`config.mk`:
```
export PLATFORM = sky130hd
export DESIGN_NAME = reg_dump_reader
export DESIGN_NICKNAME = d
export VERILOG_FILES = /design/src/rtl/reg_dump_pkg.sv /design/src/rtl/reg_dump_pair_buf.sv /design/src/rtl/reg_dump_reader.sv
export SDC_FILE = /design/constraint.sdc
export NUM_CORES = 1
export LEC_CHECK = 0
export BUFFER_PORTS_ARGS = -buffer_cell sky130_fd_sc_hd__clkbuf_2
export CAP_MARGIN = 20
export CORE_MARGIN = 4
export CORE_UTILIZATION = 27
export DETAILED_ROUTE_END_ITERATION = 10
export PLACE_DENSITY = 0.49
export REMOVE_ABC_BUFFERS = 1
export SYNTH_ARGS = -nofsm -noshare
export SYNTH_HDL_FRONTEND = slang
export SYNTH_SLANG_ARGS = --single-unit
```
`constraint.sdc`:
```
create_clock -name Clock -period 3.5 [get_ports Clock]
set_input_delay 0 -clock Clock [delete_from_list [all_inputs] [get_ports Clock]]
set_output_delay 0 -clock Clock [all_outputs]
set_load 0.005 [all_outputs]
```
`src/rtl/reg_dump_pkg.sv`:
```
// reg_dump_pkg: shared definitions for the register-dump read sequencer.
//   - state_e      : sequencer states
//   - DATA_W_DEF   : default register data width
//   - IDX_W_DEF    : default register index width
//   - REG_COUNT    : register count of the default register file
//   - MAX_READ_LAT : largest supported read latency (sizes the wait counter)
package reg_dump_pkg;

    localparam int unsigned DATA_W_DEF   = 16;
    localparam int unsigned IDX_W_DEF    = 4;
    localparam int unsigned REG_COUNT    = 16;
    localparam int unsigned MAX_READ_LAT = 3;

    typedef enum logic [2:0] {
        StIdle,
        StSelect,
        StSendA,
        StSendB,
        StDone
    } state_e;

endpackage

```
`src/rtl/reg_dump_pair_buf.sv`:
```
// reg_dump_pair_buf: holds the A/B read pair captured from the register file
// and presents the half selected by the sequencer state.
//   Clock   in  : system clock
//   Reset   in  : synchronous, active-high reset (clears both halves)
//   Capture in  : load A/B into the hold registers on this edge
//   State   in  : sequencer state; picks which half drives OutData
//   A, B    in  : register file read data
//   OutData out : holdA in StSendA, holdB in StSendB, 0 otherwise
module reg_dump_pair_buf
    import reg_dump_pkg::*;
#(
    parameter int unsigned DATA_W = DATA_W_DEF
) (
    input  logic              Clock,
    input  logic              Reset,
    input  logic              Capture,
    input  state_e            State,
    input  logic [DATA_W-1:0] A,
    input  logic [DATA_W-1:0] B,
    output logic [DATA_W-1:0] OutData
);

    logic [DATA_W-1:0] hold_a_q;
    logic [DATA_W-1:0] hold_b_q;

    always_ff @(posedge Clock) begin
        if (Reset) begin
            hold_a_q <= '0;
            hold_b_q <= '0;
        end else if (Capture) begin
            hold_a_q <= A;
            hold_b_q <= B;
        end
    end

    always_comb begin
        OutData = '0;
        if (State == StSendA) begin
            OutData = hold_a_q;
        end else if (State == StSendB) begin
            OutData = hold_b_q;
        end
    end

endmodule

```
`src/rtl/reg_dump_reader.sv`:
```
// reg_dump_reader: walks a wrapping range of register indices, reads them two
// at a time through the register file's A/B selects and streams each value out
// on a valid/ready interface.
//   Clock, Reset        : system clock, synchronous active-high reset
//   Start               : request a dump (sampled only when idle)
//   StartIdx, Count     : first index and register count (0 = none, >2**IDX_W clamps)
//   SelectA, SelectB    : read selects to the register file
//   A, B                : register file read data
//   OutValid, OutReady  : output beat handshake
//   OutData, OutIdx     : register value and its index
//   Busy                : sequencer not idle
//   Done                : one-cycle pulse at the end of a dump
//   OutParity           : XOR of OutData, present only with REG_DUMP_PARITY_EN
// Optional feature macro: REG_DUMP_PARITY_EN
// READ_LAT must be in 1..MAX_READ_LAT.
module reg_dump_reader
    import reg_dump_pkg::*;
#(
    parameter int unsigned DATA_W   = DATA_W_DEF,
    parameter int unsigned IDX_W    = IDX_W_DEF,
    parameter int unsigned READ_LAT = 1
) (
    input  logic              Clock,
    input  logic              Reset,
    input  logic              Start,
    input  logic [IDX_W-1:0]  StartIdx,
    input  logic [IDX_W:0]    Count,
    output logic [IDX_W-1:0]  SelectA,
    output logic [IDX_W-1:0]  SelectB,
    input  logic [DATA_W-1:0] A,
    input  logic [DATA_W-1:0] B,
    output logic              OutValid,
    input  logic              OutReady,
    output logic [DATA_W-1:0] OutData,
    output logic [IDX_W-1:0]  OutIdx,
    output logic              Busy,
    output logic              Done
`ifdef REG_DUMP_PARITY_EN
    ,
    output logic              OutParity
`endif
);

    localparam int unsigned CntW  = IDX_W + 1;
    localparam int unsigned WaitW = $clog2(MAX_READ_LAT);
    localparam logic [CntW-1:0]  RegCountC = CntW'(2 ** IDX_W);
    localparam logic [WaitW-1:0] LastWait  = WaitW'(READ_LAT - 1);

    state_e            state_q;
    logic [IDX_W-1:0]  cur_q;
    logic [CntW-1:0]   rem_q;
    logic [WaitW-1:0]  wait_q;
    logic [IDX_W-1:0]  sel_a_q;
    logic [IDX_W-1:0]  sel_b_q;

    logic              capture;
    logic [CntW-1:0]   rem_start;
    logic [CntW-1:0]   rem_after_b;
    logic [IDX_W-1:0]  cur_next_pair;

    assign capture       = (state_q == StSelect) && (wait_q == LastWait);
    assign rem_start     = (Count > RegCountC) ? RegCountC : Count;
    assign rem_after_b   = rem_q - CntW'(2);
    assign cur_next_pair = cur_q + IDX_W'(2);

    always_ff @(posedge Clock) begin
        if (Reset) begin
            state_q <= StIdle;
            cur_q   <= '0;
            rem_q   <= '0;
            wait_q  <= '0;
            sel_a_q <= '0;
            sel_b_q <= '0;
            Done    <= 1'b0;
        end else begin
            Done <= 1'b0;
            unique case (state_q)
                StIdle: begin
                    if (Start) begin
                        cur_q  <= StartIdx;
                        rem_q  <= rem_start;
                        wait_q <= '0;
                        if (rem_start == '0) begin
                            state_q <= StDone;
                            Done    <= 1'b1;
                        end else begin
                            state_q <= StSelect;
                            sel_a_q <= StartIdx;
                            sel_b_q <= StartIdx + IDX_W'(1);
                        end
                    end
                end
                StSelect: begin
                    if (capture) begin
                        state_q <= StSendA;
                    end else begin
                        wait_q <= wait_q + WaitW'(1);
                    end
                end
                StSendA: begin
                    if (OutReady) begin
                        // An odd count ends on the A half of the last pair.
                        if (rem_q == CntW'(1)) begin
                            state_q <= StDone;
                            Done    <= 1'b1;
                        end else begin
                            state_q <= StSendB;
                        end
                    end
                end
                StSendB: begin
                    if (OutReady) begin
                        rem_q <= rem_after_b;
                        cur_q <= cur_next_pair;
                        if (rem_after_b == '0) begin
                            state_q <= StDone;
                            Done    <= 1'b1;
                        end else begin
                            state_q <= StSelect;
                            wait_q  <= '0;
                            sel_a_q <= cur_next_pair;
                            sel_b_q <= cur_next_pair + IDX_W'(1);
                        end
                    end
                end
                StDone: begin
                    state_q <= StIdle;
                end
                default: begin
                    state_q <= StIdle;
                end
            endcase
        end
    end

    assign SelectA  = sel_a_q;
    assign SelectB  = sel_b_q;
    assign Busy     = (state_q != StIdle);
    assign OutValid = (state_q == StSendA) || (state_q == StSendB);

    always_comb begin
        OutIdx = '0;
        if (state_q == StSendA) begin
            OutIdx = cur_q;
        end else if (state_q == StSendB) begin
            OutIdx = cur_q + IDX_W'(1);
        end
    end

    reg_dump_pair_buf #(
        .DATA_W (DATA_W)
    ) u_pair_buf (
        .Clock   (Clock),
        .Reset   (Reset),
        .Capture (capture),
        .State   (state_q),
        .A       (A),
        .B       (B),
        .OutData (OutData)
    );

`ifdef REG_DUMP_PARITY_EN
    assign OutParity = ^OutData;
`endif

endmodule

```
Yosys cells after proc, flatten, opt, wreduce, memory -nomap -nowiden --
Index checks and enable logic that the tools add are counted.
Word-level totals: flip-flop bits (word level) 55, latch bits 0, memory bits (writable) 0, ROM bits 0, output and inout bits 31, logic and storage cells 81, memories 0
Operators by class: add/sub/neg operators 6, multiply operators 0, divide/modulo/power cells 0, $lt $le $gt $ge 1, equal/unequal tests 11, shift-type cells 0, multiplexer cells 41, bitwise logic cells 0, reductions and logical operators 13
Operator list (number):
- $mux W4 | 12
- $mux W16 | 2
- $pmux W4 S2 | 3
- $mux W3 | 7
- $mux W5 | 3
- $ne A2 B2 Y1 const B | 7
- $add A4 B1 Y4 const B | 3
- $pmux W3 S4 | 1
- $logic_not A5 Y1 | 2
- $pmux W5 S2 | 1
- $reduce_and A5 Y1 | 2
- $mux W2 | 4
- $eq A3 B2 Y1 const B | 2
- $mux W1 | 6
- $pmux W2 S3 | 1
- $reduce_bool A3 Y1 | 2
- $eq A5 B1 Y1 const B | 1
- $gt A5 B5 Y1 const B | 1
- $sub A5 B2 Y5 const B | 1
- $add A4 B2 Y4 const B | 1
- $reduce_and A4 Y1 | 1
- $eq A3 B1 Y1 const B | 1
- $logic_not A3 Y1 | 1
- $pmux W1 S3 | 1
- 6 further kinds | 6

Depth between registers and ports, before layout --
depth after elaboration 6, depth in mapped cells 8, gate-level depth less buffers 6

Modules after synthesis --
Synthesis repeated with hierarchy kept, for this count alone.
Second synthesis, totals: cell total of the unflattened synthesis 319, area, all modules 2956.6 um2
Modules (own cells, without submodules):
- reg_dump_reader | instances 1, cells an instance 179, area an instance 1519.0 um2, seq. area each 460.4 um2
- reg_dump_pair_buf | instances 1, cells an instance 140, area an instance 1437.6 um2, seq. area each 640.6 um2

Worst setup path after synthesis --
OpenSTA, ideal clock, no wires.
kind flip-flop to flip-flop, from register state_q[2], to register sel_b_q[2], in the netlist SelectB[2], setup time 132 ps, arrival 1640 ps, data required time 3368 ps, slack 1728 ps, cell stages (with the launch flop) 8, path buffers 1, clock period less this slack 1772 ps, cell sequence dfxtp_1 -> nand3b_2 -> buf_2 -> mux2i_1 -> inv_1 -> ha_1 -> xnor2_1 -> o22ai_1
On the way: word-level cells in the longest chain between the ends 3, elaborated cells between the ends (all ways) 9, classes of those cells eq/ne (5); mux (1); reduce/logical (3)
Ends and longest elaborated chain:
- start: declaration | RTL line reg_dump_reader.sv:49 | state_e state_q;
- start signal: assignment | RTL line reg_dump_reader.sv:68 | state_q <= StIdle;
- start signal: assignment | RTL line reg_dump_reader.sv:84 | state_q <= StDone;
- start signal: assignment | RTL line reg_dump_reader.sv:87 | state_q <= StSelect;
- $eq A3 B2 Y1 / $logic_not A3 Y1 (equally long branches) | RTL line reg_dump_reader.sv:77 | unique case (state_q)
- $ne A2 B2 Y1 (no line) / $reduce_bool A2 Y1 (equally long branches)
- $reduce_and A5 Y1 (no line)
- end signal: assignment | RTL line reg_dump_reader.sv:89 | sel_b_q <= StartIdx + IDX_W'(1);
- end signal: assignment | RTL line reg_dump_reader.sv:122 | sel_b_q <= cur_next_pair + IDX_W'(1);
- end: declaration | RTL line reg_dump_reader.sv:54 | logic [IDX_W-1:0] sel_b_q;
Several ways; a longest one is shown, not always the timed one. A chain may end at the register's enable or synchronous reset.

Worst setup path in the final report --
from register state_q[1], to register sel_b_q[1], in the netlist SelectB[1]
Same word-level chain as after synthesis.

==> metrics.md <==
| Metric | Value |
|---|---|
| Tmin final | `2.03 ns` |
| Routed WL per cell | `12.9 um` |
| Synthesized area | `0.00273 mm^2` |
| Area Growth Syn to Fin | `33.6%` |
| Number of global-route vias before repair | `2516` |
| Critical path buffers and inverters | `1` |
| Drt pass-1 iters | `4` |
| Mapped Avg Cell Area | `7.92 um^2` |
| Post-DP HPWL | `5.17 mm` |
| Cell Rows | `36` |
| Setup Viol. Count Final | `0` |
| Fin util | `0.372` |
| Drt total wl | `7.44 mm` |
| CP max stage cell | `dfxtp_1` |
| Final clock skew | `0.00647 ns` |
| Crit share post-route | `0.580` |
| Die area | `0.0118 mm^2` |
| Initial antenna violation count | `0` |
| Grt ovf | `0` |
| Synth unique cells | `45` |
| Worst slew pin tran | `0.789 ns` |
| VDD IR-drop max | `0.287 mV` |
| Diode count | `0` |
| Multi-input gate area | `0.00148 mm^2` |
| CTS H-tree depth | `2` |
| Max Slew Vio Count | `0` |
| Nature of the critical path endpoint | `flip-flop` |
| Core box area | `0.00982 mm^2` |
| Clk pin slew, worst setup/hold paths | `0.11 ns` |
| PwrDens | `666 mW/mm^2` |
| DR vias/cell | `4.71` |
| CP Cell Sequence | `nand3b_2, mux2i_1, inv_1, ha_1, nand4_1, a21oi_1` |
| Die Y | `109 um` |
| Worst Path Class, Setup | `flip-flop to flip-flop` |
| DRC Markers | `0` |
| # nets final | `491` |
| CTS tree | `built` |
| IO Port Bufs | `75` |
| Pleak | `1.50 nW` |
| Outcome | `completed` |
| Crit Path Max Fanout | `16` |
| Worst slew margin | `0.472` |
| First-pass GRT wire length | `12.2 mm` |
| Clk Latency, worst-skew pair | `0.31 ns` |
| Max clock buf depth | `2` |
| Vias | `2709` |
| Post-synthesis sequential area ratio | `0.403` |
| Final setup TNS | `0 ns` |
| Largest net degree at the start of global routing | `49` |
| Top FF cell, synth | `dfxtp_1` |
| CTS Root Cell | `clkbuf_8` |
| Number of enable flip-flop cells after synthesis | `0` |
| RSZ-0062 raised after global routing | `no` |
| Synth Warn # | `0` |
| Cts bufs inserted | `5` |
| Min-delay worst type | `input port to flip-flop` |
| Worst EP required | `3.74 ns` |
| Clock sinks | `55` |
| Synth async-reset ratio | `0` |
| Cells after synthesis | `345` |
| PostCTS Resize Cnt | `0` |
| Synth Register Bits | `55` |
| Post-CTS Setup Inserts | `0` |
| CP startpoint kind | `flip-flop` |
| Initial Utilization | `0.278` |
| Register area | `0.00110 mm^2` |
| Max Cap Viol | `0` |
| Die X | `109 um` |
| Final Wtd Congestion | `0.774` |
| Crit-path max cell delay | `0.60 ns` |
| Hold Vio Cnt, Final | `0` |
| Share of layout cells above drive strength 1 | `0.229` |
| Io pins | `76` |
| Highest clock rate | `492 MHz` |
| Global Route Usage Sum | `0.128` |
| Commonest non-fill, non-tap cells in the layout | `nand2_1, clkbuf_2, dfxtp_1, a21oi_1, nor2_1` |
| Crit-path leading delay family | `flip-flops` |
| Initial DRC Count | `75` |
| Worst EP arrival | `2.27 ns` |
| Fillers | `1071` |
| Final ANT Viol Nets | `0` |
-- cell type report --
| type | instances | share of cell area |
|---|---|---|
| tap | 133 | 0.0456 |
| timing repair buffer | 113 | 0.204 |
| clock inverter | 3 | 0.0130 |
| clock buffer | 5 | 0.0189 |
| multi-input combinational | 256 | 0.406 |
| sequential | 55 | 0.302 |
| inverter | 10 | 0.0103 |
-- report_power, final --
group,leakage (nW),internal (mW),switching [mW]
registers,0.450,0.793,0.138
clock network,0.0587,0.218,0.230
logic,0.987,0.436,0.614
-- layer usage --
metal,wire length [um],GRT usage,vias to the layer above
met5,0,0,-
li1,-,-,1377
met1,3610,0.180,1244
met2,3250,0.199,83
met4,55,0.0271,0
met3,528,0.0316,5
-- cell families (layout without fill, tap and decap cells) --
group / Yosys count / after routing / share of synthesized area
buffers and inverters: 34 / 131 / 0.0540
muxes: 25 / 25 / 0.0925
and+or+nand+nor: 149 / 149 / 0.257
adders and majority gates: 5 / 5 / 0.0229
xor gates and xnor gates: 7 / 7 / 0.0224
DFF: 55 / 55 / 0.403
AOI/OAI and AO/OA: 70 / 70 / 0.148
-- worst min-delay path: stages --
cell and delay, ns:
clkbuf_2 0.13, a31oi_1 0.09, nor2_1 0.08
-- synth_stat cells (4+ instances only) --
library cell,count,share of area
a21oi_1,44,0.081
a31oi_1,5,0.011
buf_2,10,0.018
clkbuf_1,11,0.015
dfxtp_1,55,0.40
ha_1,5,0.023
inv_1,9,0.012
mux2i_1,23,0.084
nand2_1,75,0.10
nand4_1,6,0.014
nor2_1,35,0.048
nor3_1,7,0.013
o21ai_0,7,0.013
or3_1,4,0.0092
xor2_1,4,0.013
-- path summary, 6_finish.rpt --
kind                                             start                     end  slack [ns]  cells after the start
worst min register to register  u_pair_buf.hold_a_q[3]  u_pair_buf.hold_a_q[3]        0.46                      2
worst min-delay path                          Count[0]                rem_q[0]        0.02                      3
worst max-delay path                        state_q[1]              SelectB[1]        1.47                      6
worst max register to register              state_q[1]              SelectB[1]        1.47                      6
-- registers in the layout, summed over array words and instances, names as in the netlist --
name                 count
u_pair_buf.hold_a_q     16
u_pair_buf.hold_b_q     16
rem_q                    5
SelectA                  4
SelectB                  4
cur_q                    4
state_q                  3
wait_q                   2
Done                     1
-- per-stage QoR --
step	power [mW]	instance area [um^2]	cells	worst slack (ns)	hold slack, ns
5_1_grt	2.62	3650	575	1.29	0.0714
3_3_place_gp	1.97	3200	534	1.53	0.224
2_1_floorplan	1.63	2620	321	0.849	0.0691
6_report	2.43	3650	575	1.47	0.0211
4_1_cts	2.46	3650	575	1.46	0.0107
3_5_place_dp	1.98	3200	534	1.49	0.229
-- what timing repair did --
| action | 4_1_cts | 5_1_grt |
|---|---|---|
| endpoints found under the setup margin | 0 | 0 |
| endpoints found under the hold margin | 33 | 0 |
| hold buffers | 33 | 0 |
Note: power is estimated with default switching activity, not from simulation.
